--- src/rtl/fetch_pkg.sv ---
// fetch_pkg: shared state encoding, opcode constants and PC step for the fetch stage
package fetch_pkg;
    typedef enum logic [1:0] {IDLE, FETCH, VALID} state_t;
    localparam logic [5:0] OP_RTYPE = 6'b000000;
    localparam logic [5:0] OP_LW = 6'b100011;
    localparam logic [5:0] OP_SW = 6'b101011;
    localparam logic [5:0] OP_BEQ = 6'b000100;
    localparam logic [5:0] OP_J = 6'b000010;
    localparam logic [31:0] PC_STEP = 32'd4;
endpackage

--- src/rtl/instr_fetch_pc_next.sv ---
// pc_next: next-PC adder and priority mux (jump over branch over sequential); jump path under JUMP_EN
module pc_next
    import fetch_pkg::*;
(
    input  logic [31:0] pc,
    input  logic        branch_taken,
    input  logic [31:0] branch_offset,
`ifdef JUMP_EN
    input  logic        jump,
    input  logic [25:0] jump_target,
`endif
    output logic [31:0] pc_plus4,
    output logic [31:0] next_pc
);
    logic [31:0] branch_target;
    logic [31:0] raw_pc;
    assign pc_plus4 = pc + PC_STEP;
    assign branch_target = pc_plus4 + (branch_offset << 2);
    // Pick the highest-priority redirect, then keep the result word aligned
    always_comb begin
`ifdef JUMP_EN
        raw_pc = jump ? {pc_plus4[31:28], jump_target, 2'b00} : branch_taken ? branch_target : pc_plus4;
`else
        raw_pc = branch_taken ? branch_target : pc_plus4;
`endif
        next_pc = {raw_pc[31:2], 2'b00};
    end
endmodule

--- src/rtl/instr_fetch.sv ---
// instr_fetch: PC register, imem req/ack fetch FSM and instruction register; JUMP_EN adds the j path
module instr_fetch
    import fetch_pkg::*;
#(
    parameter logic [31:0] PC_RESET = 32'h0000_0000
) (
    input  logic        clk,
    input  logic        rst_n,
    output logic        imem_req,
    output logic [31:0] imem_addr,
    input  logic        imem_ack,
    input  logic [31:0] imem_rdata,
    output logic [31:0] instr,
    output logic [5:0]  opcode,
    output logic        instr_valid,
    input  logic        instr_ready,
    input  logic        branch_taken,
    input  logic [31:0] branch_offset,
`ifdef JUMP_EN
    input  logic        jump,
    input  logic [25:0] jump_target,
`endif
    output logic [31:0] pc,
    output logic [31:0] pc_plus4
);
    state_t state, state_d;
    logic [31:0] next_pc;

    pc_next u_pc_next (
        .pc            (pc),
        .branch_taken  (branch_taken),
        .branch_offset (branch_offset),
`ifdef JUMP_EN
        .jump          (jump),
        .jump_target   (jump_target),
`endif
        .pc_plus4      (pc_plus4),
        .next_pc       (next_pc)
    );

    assign imem_req = state == FETCH;
    assign imem_addr = pc;
    assign instr_valid = state == VALID;
    assign opcode = instr[31:26];

    // Advance IDLE -> FETCH, FETCH -> VALID on ack, VALID -> FETCH on accept
    always_comb begin
        state_d = state;
        if (state == IDLE) state_d = FETCH;
        else if (state == FETCH && imem_ack) state_d = VALID;
        else if (state == VALID && instr_ready) state_d = FETCH;
    end

    // State, instruction capture on ack and PC update on accept; reset abandons any request
    always_ff @(posedge clk) begin
        if (!rst_n) begin
            state <= IDLE;
            pc <= PC_RESET;
            instr <= '0;
        end else begin
            state <= state_d;
            if (state == FETCH && imem_ack) instr <= imem_rdata;
            if (state == VALID && instr_ready) pc <= next_pc;
        end
    end
endmodule

--- config.mk ---
export PLATFORM = sky130hd
export DESIGN_NAME = instr_fetch
export DESIGN_NICKNAME = d
export VERILOG_FILES = /design/src/rtl/fetch_pkg.sv /design/src/rtl/instr_fetch_pc_next.sv /design/src/rtl/instr_fetch.sv
export SDC_FILE = /design/constraint.sdc
export NUM_CORES = 1
export LEC_CHECK = 0
export CAP_MARGIN = 30
export CORE_MARGIN = 5
export CORE_UTILIZATION = 30
export DETAILED_ROUTE_END_ITERATION = 12
export SETUP_SLACK_MARGIN = 0.05
export SYNTH_ARGS = -nofsm -noshare
export SYNTH_HDL_FRONTEND = slang
export SYNTH_SLANG_ARGS = --single-unit
--- constraint.sdc ---
create_clock -name clk -period 6.5 [get_ports clk]
set_input_delay 0.65 -clock clk [delete_from_list [all_inputs] [get_ports clk]]
set_output_delay 0.65 -clock clk [all_outputs]
set_load 0.005 [all_outputs]
==> results.md, run 1 <==
- Clock share of power: 0.437
- Die height: 142.9 um
- Seq/Total Area, Yosys: 0.2418
- Slew Limit Headroom: 0.4840
- Vias per cell: ~5.0
- Async set-reset flop share out of synthesis: 0
- Ports: ~210
- Final max-slew violation count: 0
- Main synth FF type: dfxtp_1
- Syn Inst Count: slightly above 700
- Routed vias: between 5000 and 6000
- Final Hold Viols: 0
- Ys Warns: 0
- Initial Util: 0.3064
- Synth top area share: 0.2418
- Nature of the critical path startpoint: flop
- Netlist cell types: 64
- Die area: approximately 20000 um^2
- Crit Path Category: flop to flop
- RSZ-0062 raised after global routing: false
- Post-CTS setup buffer count: 0
- Status: finished clean
- GR Overflow Total: 0
- Core Footprint: about 17000 um^2
- Dominant cells by area after synthesis: dfxtp_1, ha_1, nand2_1
- Crit path max fanout: 9
- Sw Share: 0.2709
- Antenna violations before repair: 0
- First-pass GRT wire length: around 28 mm
- Largest net degree at the start of global routing: 68
- Tightest Pin Transition: 0.7712 ns
- Area leader, netlist: dfxtp_1
- Latest clock arrival within the worst-skew pair: approximately 0.34 ns
- Area growth syn-to-layout: 40.80%
- Routability cong.: approximately 0.88
- Leak: 2.891 nW
- Register bit total from synthesis: 64
- Hold buffers post-CTS: 0
- Root Driver: clkbuf_16
- DIE WIDTH: 142.9 um
- Min Clock Period, post-route: about 4.3 ns
- Data arrival, critical path: ~4.5 ns
- WL final: 17.85 mm
- # H-tree levels: 3
- Total negative setup slack: 0 ns
- CTS tree: built
- Syn Area/Cell: roughly 7.5 um^2
- Tot GR Track Use: 0.1687
- Vias in the first global route: ~5100
- DRT Pass-1 Iters: 5
- Post-cts resize count: 0
- Max Clock Freq: 0.2353 GHz
- TritonCTS buffer count: 9
- Worst hold slack: about 0.46 ns
- Sequential power share: 0.352
- Commonest non-fill, non-tap cell in the layout: clkdlybuf4s50_1
- Filler cells: around 1800
- DP Wirelength: between 10 and 15 mm
- Final setup violating endpoints: 0
- Row count: 48
- Int Pwr: ~0.88 mW
- Ratio of cells with drive above 1 in the final layout: 0.05497
- Fin nets: roughly 960
- Logic gate share of total power: 0.211
- Detail Route Antenna Nets: 0
- Synthesized area: between 5000 and 6000 um^2
- Clk_skew: ~0.0036 ns
- CTS Buffer Depth: 2
- Worst-path clk slew: around 0.06 ns
- Crit end category: flop
- Buffers on Ports: slightly below 200
- Final worst path period share: 0.6539
- Required time of the critical path: ~6.8 ns
- EDFF count, synth: 0
- DRC viols: 0
- Number of antenna cells inserted: 0
- Max Cap Viol: 0
- Worst VDD drop: just under 100 uV
- Initial detailed-routing violation count: about 380
- WL/cell: 16.52 um
- Sw Pwr: 0.3263 mW
- Worst hold path class: flop to flop
- Most frequent cells in the layout: clkdlybuf4s50_1, nand2_1, a21oi_1, dfxtp_1, o21ai_0
- Power Dens Cells: 161.4 nW/um^2
- Sink Count: 64
-- power groups by stage --
stage	Clock, mW	Combinational, mW	Sequential, mW
after floorplan	0	0.137	0.430
after global placement	0	0.253	0.432
after global routing	0.562	0.279	0.426
final	0.527	0.254	0.424
after detailed placement	0	0.254	0.432
after CTS	0.541	0.256	0.424
-- final cells by class --
| cell class | instances | area [um^2] | share of cell area |
|---|---|---|---|
| inverters | 16 | 60.06 | 0.008050 |
| well taps | 225 | 281.5 | 0.03773 |
| multi-input cells | 557 | 3520 | 0.4717 |
| clock inverters | 7 | 96.34 | 0.01291 |
| flip-flops and latches | 64 | 1281 | 0.1717 |
| repair buffers | 202 | 1997 | 0.2677 |
| clock buffers | 9 | 225.2 | 0.03019 |
-- critical path, cell delays in order, from the launching register on --
cell	delay, ns
dfxtp_1	0.53
ha_1	0.34
and2_4	0.20
and2_4	0.15
and3_1	0.35
nand3_1	0.14
xnor2_1	0.31
ha_1	0.40
a211oi_2	0.26
nor2_1	0.08
o311ai_2	0.23
nand2_1	0.14
a2111oi_2	0.38
mux2i_1	0.12
o311a_1	0.15
mux2i_1	0.19
mux2i_1	0.19
-- logic make-up (layout without fill, tap and decap cells) --
family                     count (synthesis)  count (layout)  share of synthesized area
and+or+nand+nor                          252             252                     0.2302
AOI/OAI and AO/OA                        208             208                     0.2501
buffers and inverters                     90             234                    0.09752
DFF                                       64              64                     0.2418
xor gates and xnor gates                  47              47                    0.07769
adders and majority gates                 37              37                    0.08878
muxes                                      7               7                    0.01322
other                                      1               6                  0.0007077
-- flip-flops by register name, indices dropped and copies added, names as in the netlist --
register,flops
instr,32
imem_addr,30
state,2
-- per-layer routing --
layer | GRT usage | vias to the layer above | wire length, um
li1 | - | 2731 | -
met1 | 0.2389 | 2492 | 8446
met2 | 0.2671 | 139 | 8338
met3 | 0.02646 | 17 | 804
met4 | 0.04502 | 0 | 256
met5 | 0 | - | 0
-- stage by stage --
stage	util	worst slack [ns]	instances	total power [mW]	cell area (um^2)
after floorplan	-	2.822	711	0.5673	5318
final	0.4314	2.250	1080	1.204	7461
after global routing	0.4314	1.804	1080	1.267	7461
after CTS	0.4314	2.216	1080	1.220	7461
after global placement	0.4128	2.319	1064	0.6853	7139
after detailed placement	0.4128	2.250	1064	0.6861	7139
-- path summary, 6_finish.rpt --
kind / start / endpoint / slack, ns / cells after the start
worst max-delay path: imem_addr[2] / imem_addr[31] / 2.25 / 16
worst min-delay path: instr[18] / instr[18] / 0.46 / 2
worst max register to register: imem_addr[2] / imem_addr[31] / 2.25 / 16
worst min register to register: instr[18] / instr[18] / 0.46 / 2
-- Yosys cell counts, types with 4 or more instances --
cell	n
o21bai_1	5
buf_2	8
nor2b_1	4
nor2_1	42
buf_4	43
clkbuf_1	21
o21ai_0	52
nand4_1	14
a21oi_1	64
nand3_1	17
a31oi_1	4
nand2b_1	6
xor2_1	20
ha_1	36
o211ai_1	5
a21boi_0	38
a21o_1	8
nor3_1	10
nand2_1	111
and2_1	13
nor4_1	4
xnor2_1	27
inv_1	15
and3_1	11
mux2i_1	7
dfxtp_1	64
(Power assumes the default switching activity.)
==> run 2, diff against run 1 <==
==> constraint.sdc (replaced) <==
create_clock -name clk -period 3.53 [get_ports clk]
set_input_delay 0.353 -clock clk [delete_from_list [all_inputs] [get_ports clk]]
set_output_delay 0.353 -clock clk [all_outputs]
set_load 0.005 [all_outputs]
==> results.md, run 2 (synthesis results as in run 1) <==
- WL/cell: 16.03 um
- Most frequent cells in the layout: clkdlybuf4s50_1, nand2_1, buf_4
- Ratio of cells with drive above 1 in the final layout: 0.2099
- Crit path max fanout: 4
- Tightest Pin Transition: 0.8817 ns
- Latest clock arrival within the worst-skew pair: 0.34 ns
- Initial detailed-routing violation count: around 300
- Worst VDD drop: 182.5 uV
- Sink Count: 64
- Hold buffers post-CTS: 0
- Slew Limit Headroom: 0.4101
- Detail Route Antenna Nets: 0
- Placed Cells incl. Taps: around 1200
- Reg2Reg Launch Point: imem_addr[9]
- Final max-slew violation count: 0
- Vias in the first global route: 5413
- CP max stage cell: dfxtp_2
- Max Clock Freq: 0.2926 GHz
- DRC viols: 0
- Row count: between 40 and 50
- Clock share of power: 0.404
- Nature of the critical path startpoint: flop
- Initial Util: 0.3064
- Final cell count without fillers: roughly 1200
- First-pass GRT wire length: between 20 and 30 mm
- Antenna violations before repair: 0
- Leak: ~3.5 nW
- DIE WIDTH: 142.9 um
- Die area: between 20000 and 25000 um^2
- Worst Setup SP: imem_addr[9]
- Ports: between 200 and 250
- Most flop-heavy register: instr
- GRT met1 Usage: 0.2419
- Top Family by Delay on Critical Path: compound AO/OA/AOI/OAI gates
- Min Clock Period, post-route: between 3 and 4 ns
- Largest net degree at the start of global routing: between 50 and 60
- Required time of the critical path: 3.80 ns
- Area growth syn-to-layout: 60.57%
- DRT Pass-1 Iters: 5
- CTS tree: built
- RSZ-0062 raised after global routing: true
- Most frequent cell on the critical path: mux2i_1
- Final Hold Viols: 0
- Power Dens Cells: 259.7 nW/um^2
- Routability cong.: 0.8807
- Sequential power share: 0.349
- Status: finished clean
- Max reg flops: 32
- WL final: around 19 mm
- Utilization after layout: 0.4919
- # H-tree levels: 3
- Data arrival, critical path: 3.69 ns
- Crit Path Category: flop to flop
- Gr busiest metal: met2
- Final setup violating endpoints: 0
- Routed vias: 5816
- Met2 usage: 0.2856
- WP buf/inv: 1
- Worst hold slack: ~0.46 ns
- Number of antenna cells inserted: 0
- Worst hold path class: flop to flop
- Logic gate share of total power: 0.247
- Filler cells: between 1500 and 2000
- Root Driver: clkbuf_16
- Fin nets: around 1100
- R2R setup slack: ~0.11 ns
- Worst Min Path Start: instr[8]
- Int Pwr: ~1.6 mW
- Buffers on Ports: a little under 200
- GR Overflow Total: 0
- Sw Pwr: between 0.5 and 0.6 mW
- CTS Buffer Depth: 2
- DP Wirelength: 14.36 mm
- CP peak stage delay: 0.32 ns
- Final worst path period share: 0.9680
- Met3 Usage GRT: 0.02545
- TritonCTS buffer count: 9
- Commonest non-fill, non-tap cell in the layout: clkdlybuf4s50_1
- Sw Share: 0.2708
- CP cell instances: nand2_1, nor3_4, and2_4, and3_4, buf_4, xor2_2, ha_1, a21o_1, o21bai_1, a21oi_1, nand2_1, a2111oi_2, mux2i_1, o311a_1, mux2i_1, mux2i_1
- Max Cap Viol: 0
- Core Footprint: about 17000 um^2
- Vias per cell: 4.937
- Clk_skew: ~0.007 ns
- Worst-path clk slew: roughly 0.050 ns
- Tot GR Track Use: 0.1766
- Die height: 142.9 um
- Crit end category: flop
## run 2: through the flow
step | cell area, um^2 | worst slack [ns] | setup TNS [ns] | power, mW
final | 8508 | 0.1129 | 0 | 2.210
after global routing | 8508 | -0.04872 | -0.04872 | 2.323
after CTS | 8214 | 0.05066 | 0 | 2.217
after detailed placement | 7879 | -0.03417 | -0.03417 | 1.311
after global placement | 7879 | -0.003907 | -0.003907 | 1.309
after floorplan | 5350 | 0.08966 | 0 | 1.046
## run 2: power by group through the flow
stage | clock network, mW | registers (mW) | logic, mW
finish | 0.892 | 0.772 | 0.546
global route | 0.949 | 0.775 | 0.599
CTS | 0.916 | 0.771 | 0.530
detailed placement | 0 | 0.786 | 0.524
global placement | 0 | 0.786 | 0.523
floorplan | 0 | 0.793 | 0.253
## run 2: worst reg2reg max path, cell delays in order, from the launching register on
cell,delay [ns]
dfxtp_2,0.32
nand2_1,0.08
nor3_4,0.28
and2_4,0.21
and3_4,0.24
buf_4,0.13
xor2_2,0.17
ha_1,0.27
a21o_1,0.19
o21bai_1,0.18
a21oi_1,0.16
nand2_1,0.12
a2111oi_2,0.32
mux2i_1,0.13
o311a_1,0.15
mux2i_1,0.20
mux2i_1,0.19
## run 2: area by class of cell
type,instances,area [um^2],share of cell area
inverters,16,60.06,0.007059
clock inverters,3,42.54,0.005000
multi-input cells,557,3840,0.4513
clock buffers,12,246.5,0.02897
well taps,225,281.5,0.03309
flip-flops and latches,64,1294,0.1521
repair buffers,301,2744,0.3225
## run 2: what timing repair did
| item | in CTS | in global routing |
|---|---|---|
| resized for setup | 10 | 48 |
| endpoints found under the setup margin | 2 | 10 |
| endpoints found under the hold margin | 0 | 0 |
| pin swaps | 2 | 18 |
| buffers inserted | 0 | 4 |
## run 2: path summary, 6_finish.rpt
kind / endpoint / cells after the start
hold / removal: instr[8] / 2
setup / recovery: imem_addr[31] / 16
hold reg to reg: instr[8] / 2
setup reg to reg: imem_addr[31] / 16
## run 2: per-layer routing
layer | vias up | wire length (um)
met1 | 2703 | 8617
met2 | 161 | 8887
met4 | 0 | 403
li1 | 2927 | -
met5 | - | 0
met3 | 25 | 972
